<file path="config.mk">
export PLATFORM = sky130hd
export DESIGN_NAME = multicycle_ctrl
export DESIGN_NICKNAME = d
export VERILOG_FILES = /design/src/rtl/friscv_pkg.sv /design/src/rtl/ctrl_out_decode.sv /design/src/rtl/multicycle_ctrl.sv
export SDC_FILE = /design/constraint.sdc
export NUM_CORES = 1
export LEC_CHECK = 0
export BUFFER_PORTS_ARGS = -buffer_cell sky130_fd_sc_hd__buf_2
export CAP_MARGIN = 15
export CORE_ASPECT_RATIO = 1.1
export CORE_MARGIN = 4
export CORE_UTILIZATION = 59
export CTS_BUF_LIST = sky130_fd_sc_hd__clkbuf_4
export CTS_CLUSTER_DIAMETER = 30
export DETAILED_ROUTE_END_ITERATION = 10
export PLACE_DENSITY_LB_ADDON = 0.3
export SLEW_MARGIN = 10
export SYNTH_ARGS = -nofsm -noshare
export SYNTH_HDL_FRONTEND = slang
export SYNTH_SLANG_ARGS = --single-unit
</file>
<file path="constraint.sdc">
create_clock -name clk -period 4.5 [get_ports clk]
set_input_delay 0.9 -clock clk [delete_from_list [all_inputs] [get_ports clk]]
set_output_delay 0.9 -clock clk [all_outputs]
set_load 0.02 [all_outputs]
</file>
<file path="src/rtl/friscv_pkg.sv">
// friscv_pkg: shared FRiscV constants, opcode values and control enums.
package friscv_pkg;
   localparam int ARCH = 32;
   localparam logic [6:0] REG       = 7'b0110011;
   localparam logic [6:0] IMM_ARITH = 7'b0010011;
   localparam logic [6:0] IMM_LOAD  = 7'b0000011;
   localparam logic [6:0] STORE     = 7'b0100011;
   localparam logic [6:0] BRANCH    = 7'b1100011;
   localparam logic [6:0] JUMP      = 7'b1101111;
   localparam logic [6:0] IMM_JUMP  = 7'b1100111;
   localparam logic [6:0] U_L_LOAD  = 7'b0110111;
   typedef enum logic [3:0] {FETCH, DECODE, EXECUTE, MEM, WRITEBACK, HALT} ctrl_state_t;
   typedef enum logic [1:0] {PC_PLUS4, PC_BRANCH, PC_JUMP} pc_sel_t;
   typedef enum logic [1:0] {WB_ALU, WB_MEM, WB_PC4} wb_sel_t;
   function automatic logic is_legal(input logic [6:0] op);
      return op inside {REG, IMM_ARITH, IMM_LOAD, STORE, BRANCH, JUMP, IMM_JUMP, U_L_LOAD};
   endfunction
   function automatic logic uses_imm(input logic [6:0] op);
      return op inside {IMM_ARITH, IMM_LOAD, STORE, IMM_JUMP, U_L_LOAD};
   endfunction
endpackage

</file>
<file path="src/rtl/ctrl_out_decode.sv">
// ctrl_out_decode: combinational state+opcode -> datapath enables and selects.
// Enables are 0 outside the state that owns them; selects default to 0 when unused.
module ctrl_out_decode
   import friscv_pkg::*;
(
   input  ctrl_state_t i_state,
   input  logic [6:0]  i_op,
   input  logic        i_imem_ack,
   input  logic        i_dmem_ack,
   input  logic        i_branch_taken,
   output logic        o_imem_req,
   output logic        o_instr_we,
   output logic        o_pc_we,
   output logic [1:0]  o_pc_sel,
   output logic        o_alu_src,
   output logic        o_rf_we,
   output logic [1:0]  o_wb_sel,
   output logic        o_dmem_req,
   output logic        o_dmem_we
);
   logic w_ex, w_mem, w_wb, w_br, w_st, w_jmp;
   always_comb begin
      w_ex       = i_state == EXECUTE;
      w_mem      = i_state == MEM;
      w_wb       = i_state == WRITEBACK;
      w_br       = w_ex && i_op == BRANCH;
      w_st       = i_op == STORE;
      w_jmp      = i_op == JUMP || i_op == IMM_JUMP;
      o_imem_req = i_state == FETCH;
      o_instr_we = i_state == FETCH && i_imem_ack;
      o_alu_src  = w_ex && uses_imm(i_op);
      o_dmem_req = w_mem;
      o_dmem_we  = w_mem && w_st;
      // unknown opcodes reach WRITEBACK only as NOPs, so they never write the register file
      o_rf_we    = w_wb && is_legal(i_op);
      o_wb_sel   = !w_wb ? WB_ALU : i_op == IMM_LOAD ? WB_MEM : w_jmp ? WB_PC4 : WB_ALU;
      o_pc_we    = w_wb || w_br || (w_mem && w_st && i_dmem_ack);
      o_pc_sel   = (w_wb && w_jmp) ? PC_JUMP : (w_br && i_branch_taken) ? PC_BRANCH : PC_PLUS4;
   end
endmodule

</file>
<file path="src/rtl/multicycle_ctrl.sv">
// multicycle_ctrl: FRiscV multi-cycle control FSM with retire counter and fault flag.
// Define FRISCV_ILLEGAL_TRAP_EN to halt on unknown opcodes instead of retiring them as NOPs.
module multicycle_ctrl #(
   parameter int ARCH         = friscv_pkg::ARCH,
   parameter int IMEM_TIMEOUT = 0
) (
   input  logic            clk,
   input  logic            rst,
   input  logic [6:0]      op_code_in,
   input  logic            imem_ack_in,
   input  logic            dmem_ack_in,
   input  logic            branch_taken_in,
   output logic            imem_req_out,
   output logic            instr_we_out,
   output logic            pc_we_out,
   output logic [1:0]      pc_sel_out,
   output logic            alu_src_out,
   output logic            rf_we_out,
   output logic [1:0]      wb_sel_out,
   output logic            dmem_req_out,
   output logic            dmem_we_out,
   output logic [3:0]      state_out,
   output logic            fault_out,
   output logic [ARCH-1:0] instret_out
);
   import friscv_pkg::*;
   ctrl_state_t     r_state;
   logic [6:0]      r_op;
   logic            r_fault;
   logic [ARCH-1:0] r_instret;
   logic [31:0]     r_tmo;
   logic            w_pc_we, w_tmo;
   ctrl_out_decode u_dec (
      .i_state(r_state), .i_op(r_op), .i_imem_ack(imem_ack_in), .i_dmem_ack(dmem_ack_in),
      .i_branch_taken(branch_taken_in), .o_imem_req(imem_req_out), .o_instr_we(instr_we_out),
      .o_pc_we(w_pc_we), .o_pc_sel(pc_sel_out), .o_alu_src(alu_src_out), .o_rf_we(rf_we_out),
      .o_wb_sel(wb_sel_out), .o_dmem_req(dmem_req_out), .o_dmem_we(dmem_we_out)
   );
   // r_tmo holds the number of ack-less FETCH cycles already elapsed
   assign w_tmo = IMEM_TIMEOUT > 0 && r_tmo == 32'(IMEM_TIMEOUT - 1);
   always_ff @(posedge clk) begin
      if (rst) begin
         r_state   <= FETCH;
         r_op      <= '0;
         r_fault   <= 1'b0;
         r_instret <= '0;
         r_tmo     <= '0;
      end else begin
         if (w_pc_we) r_instret <= r_instret + 1'b1;
         r_tmo <= (r_state == FETCH && !imem_ack_in) ? r_tmo + 1'b1 : '0;
         case (r_state)
            FETCH: begin
               if (imem_ack_in) r_state <= DECODE;
               else if (w_tmo) begin
                  r_fault <= 1'b1;
                  r_state <= HALT;
               end
            end
            DECODE: begin
               r_op <= op_code_in;
               if (is_legal(op_code_in)) r_state <= EXECUTE;
               else begin
`ifdef FRISCV_ILLEGAL_TRAP_EN
                  r_fault <= 1'b1;
                  r_state <= HALT;
`else
                  r_state <= WRITEBACK;
`endif
               end
            end
            EXECUTE:   r_state <= r_op == BRANCH ? FETCH : (r_op == IMM_LOAD || r_op == STORE) ? MEM : WRITEBACK;
            MEM:       if (dmem_ack_in) r_state <= r_op == STORE ? FETCH : WRITEBACK;
            WRITEBACK: r_state <= FETCH;
            default:   r_state <= HALT;
         endcase
      end
   end
   assign pc_we_out   = w_pc_we;
   assign state_out   = r_state;
   assign fault_out   = r_fault;
   assign instret_out = r_instret;
endmodule

</file>
==> summary.txt <==
Outcome
  • Status: finished clean

Job
  • Maxcap violations: 0

Floorplan
  • Die Y: approximately 74 µm
  • I/O pins: 60
  • DIE AREA: between 0.004 and 0.005 mm²
  • Area of the core: approximately 0.0037 mm²
  • Starting Density: between 60 and 70%
  • Chip width: just under 70 µm
  • FP Rows: 23

Worst setup path
  • CP max FO: 12
  • CP Capture Type: output pin
  • WS Path Type: flip-flop to output pin
  • Data required, critical path: between 3000 and 4000 ps
  • WP data arrival: 2130 ps
  • CP Launch Type: flip-flop

Clocking
  • Num CTS Buffers: 5
  • Later-pin clock latency in the skew report: about 350 ps
  • CTS Sinks: 42
  • Hold buffer count at CTS: 0
  • Htree depth: 2
  • Post-CTS Setup Bufs: 0
  • Clock transition at path regs: between 100 and 150 ps
  • CTS root buffer: clkbuf_4
  • TritonCTS clock tree: yes
  • Clock Path Buffers: 2
  • Post-cts sizing count: 0

Synth
  • Synthesized area: between 0.002 and 0.0025 mm²
  • Sequential share of the synthesized area: 36.30%
  • Asr flop ratio synth: 0%
  • Mean area per synthesized cell: approximately 8.2 µm²
  • Post-synth cell types: 53
  • Post-synth EDFFs: 0
  • Mapped Cells: between 200 and 300
  • Synth Warn #: 0
  • Synth Flop Type: dfxtp_1
  • Synth Register Bits: 42

Power and ir drop
  • Maximum vdd drop: 0.2917 mV
  • Pleak: just over 1 nW
  • P per Cell Area: roughly 370 mW/mm²

STA
  • Min Tclk post-route: around 3000 ps
  • Worst clock skew: 10.65 ps
  • Fmax: approximately 330 MHz
  • Post-route setup slack: 1468 ps
  • Least-Margin Pin Slew: between 800 and 900 ps
  • Final hold vios: 0
  • Slew Limit Headroom: a little under half
  • Final slew viol count: 0
  • Final critical-path share of the clock period: approximately two thirds
  • Unrepaired setup endpoints after global routing: false
  • Setup total negative slack: 0 ps
  • Final setup vio count: 0

Layout
  • Diodes inserted: 0
  • Fillers: around 320
  • Final nets: 341
  • Layout area overhead: 13.61%
  • Non-Filler Instances: approximately 380
  • Ratio of cells with drive above 1 in the final layout: between 20% and 30%
  • Most frequent cells in the layout: buf_2, dfxtp_1, nor2_1, a21oi_1, o21ai_0
  • Most common cell after layout, fill and taps aside: buf_2

Worst hold path
  • Hold Path Class: flip-flop to flip-flop

Drt
  • Antenna viol nets, final: 0
  • Vias per cell: approximately 6.0
  • Final wirelength: 5447 µm
  • Drt wl/cell: 14.37 µm
  • DRT iter0 DRCs: ~180
  • Drt first pass iters: 4
  • Vias: around 2300
  • Number of remaining DRC errors: 0

GRT
  • Vias in the first global route: around 2100
  • Initial antenna violation count: 0
  • First-pass GRT wire length: 9315 µm
  • Largest net degree at the start of global routing: between 50 and 60
  • Aggregate global-route resource usage: about a quarter
  • Total congestion overflow: 0

Placed design
  • Hpwl dp: around 3800 µm
  • Dpl ws: roughly 1600 ps
  • Post-Place Cells: 371
  • GP Congestion: 0.8513
  • IO Port Bufs: 57
[stage by stage]
stage               total power [W]  utilization (%)  area (µm²)  hold WS, ps
floorplan                 0.0007279                -        2320        482.9
global placement          0.0007790            69.30        2572        462.8
detailed placement        0.0007877            69.30        2572        476.9
CTS                       0.0009764            70.88        2631        493.3
global route               0.001031            70.88        2631        519.3
finish                    0.0009704            70.88        2631        488.8
[cells by family after synthesis]
| kind of cell | after synthesis | synth area share (%) |
|---|---|---|
| AOI/OAI and AO/OA | 67 | 18.21 |
| xor gates and xnor gates | 5 | 1.891 |
| adders and majority gates | 1 | 0.5402 |
| buffers and inverters | 30 | 6.051 |
| DFF | 42 | 36.30 |
| muxes | 11 | 4.916 |
| other | 1 | 0.1619 |
| and+or+nand+nor | 126 | 31.93 |
[registers in the layout (all words and copies together), names as in the netlist]
| name | count |
|---|---|
| instret_out | 32 |
| state_out | 3 |
| r_op | 7 |
[per-layer routing]
metal	up-vias	wire, µm	track usage [%]
met5	-	0	0
met4	0	82	10.59
met3	6	238	4.587
met2	55	2766	40.86
met1	1056	2360	28.85
li1	1143	-	-
[layout make-up]
cell class / count / area (µm²) / area share [%]
Clock buffer: 6 / 45.04 / 1.712
Multi-Input combinational cell: 212 / 1339 / 50.88
Clock inverter: 2 / 13.76 / 0.5231
Tap cell: 50 / 62.56 / 2.378
Sequential cell: 42 / 840.8 / 31.95
Timing Repair Buffer: 59 / 300.3 / 11.41
Inverter: 8 / 30.03 / 1.141
[critical path, stage by stage, from the launching register on]
cell and delay (ps):
dfxtp_1 570, or3b_4 440, a2bb2oi_1 200, o21a_1 220, inv_1 150, buf_2 200
[worst paths after layout]
| kind | cells past startpoint | from | endpoint | slack (ps) |
|---|---|---|---|---|
| setup reg to reg | 6 | state_out[1]$_SDFFE_PP0P_ | instret_out[12]$_SDFFE_PP0P_ | 1950 |
| setup / recovery | 5 | state_out[1]$_SDFFE_PP0P_ | pc_we_out | 1470 |
| hold reg to reg | 2 | instret_out[31]$_SDFFE_PP0P_ | instret_out[31]$_SDFFE_PP0P_ | 490 |
| hold / removal | 2 | instret_out[31]$_SDFFE_PP0P_ | instret_out[31]$_SDFFE_PP0P_ | 490 |
[power breakdown]
| part | switching, W | total (W) | internal [W] |
|---|---|---|---|
| clock network | 0.000122 | 0.000190 | 0.0000675 |
| registers | 0.0000643 | 0.000468 | 0.000404 |
| logic | 0.000190 | 0.000312 | 0.000122 |
| total | 0.000377 | 0.000970 | 0.000594 |
[synthesized netlist by cell type (all sizes together), types with 8 or more instances]
master  instances  area share [%]
o21ai          16             3.5
or4            10             3.2
buf            10             2.8
clkbuf         12             1.9
nand3          10             2.2
mux2i           8             3.5
nor2           25             4.1
a21oi          25             5.4
inv             8             1.3
dfxtp          42              36
nand2          11             1.8
or3            15             4.1
nand4          11             3.2
o31ai           9             2.9
nor4           10             3.0
No activity file was read; power rests on OpenSTA's default activity.
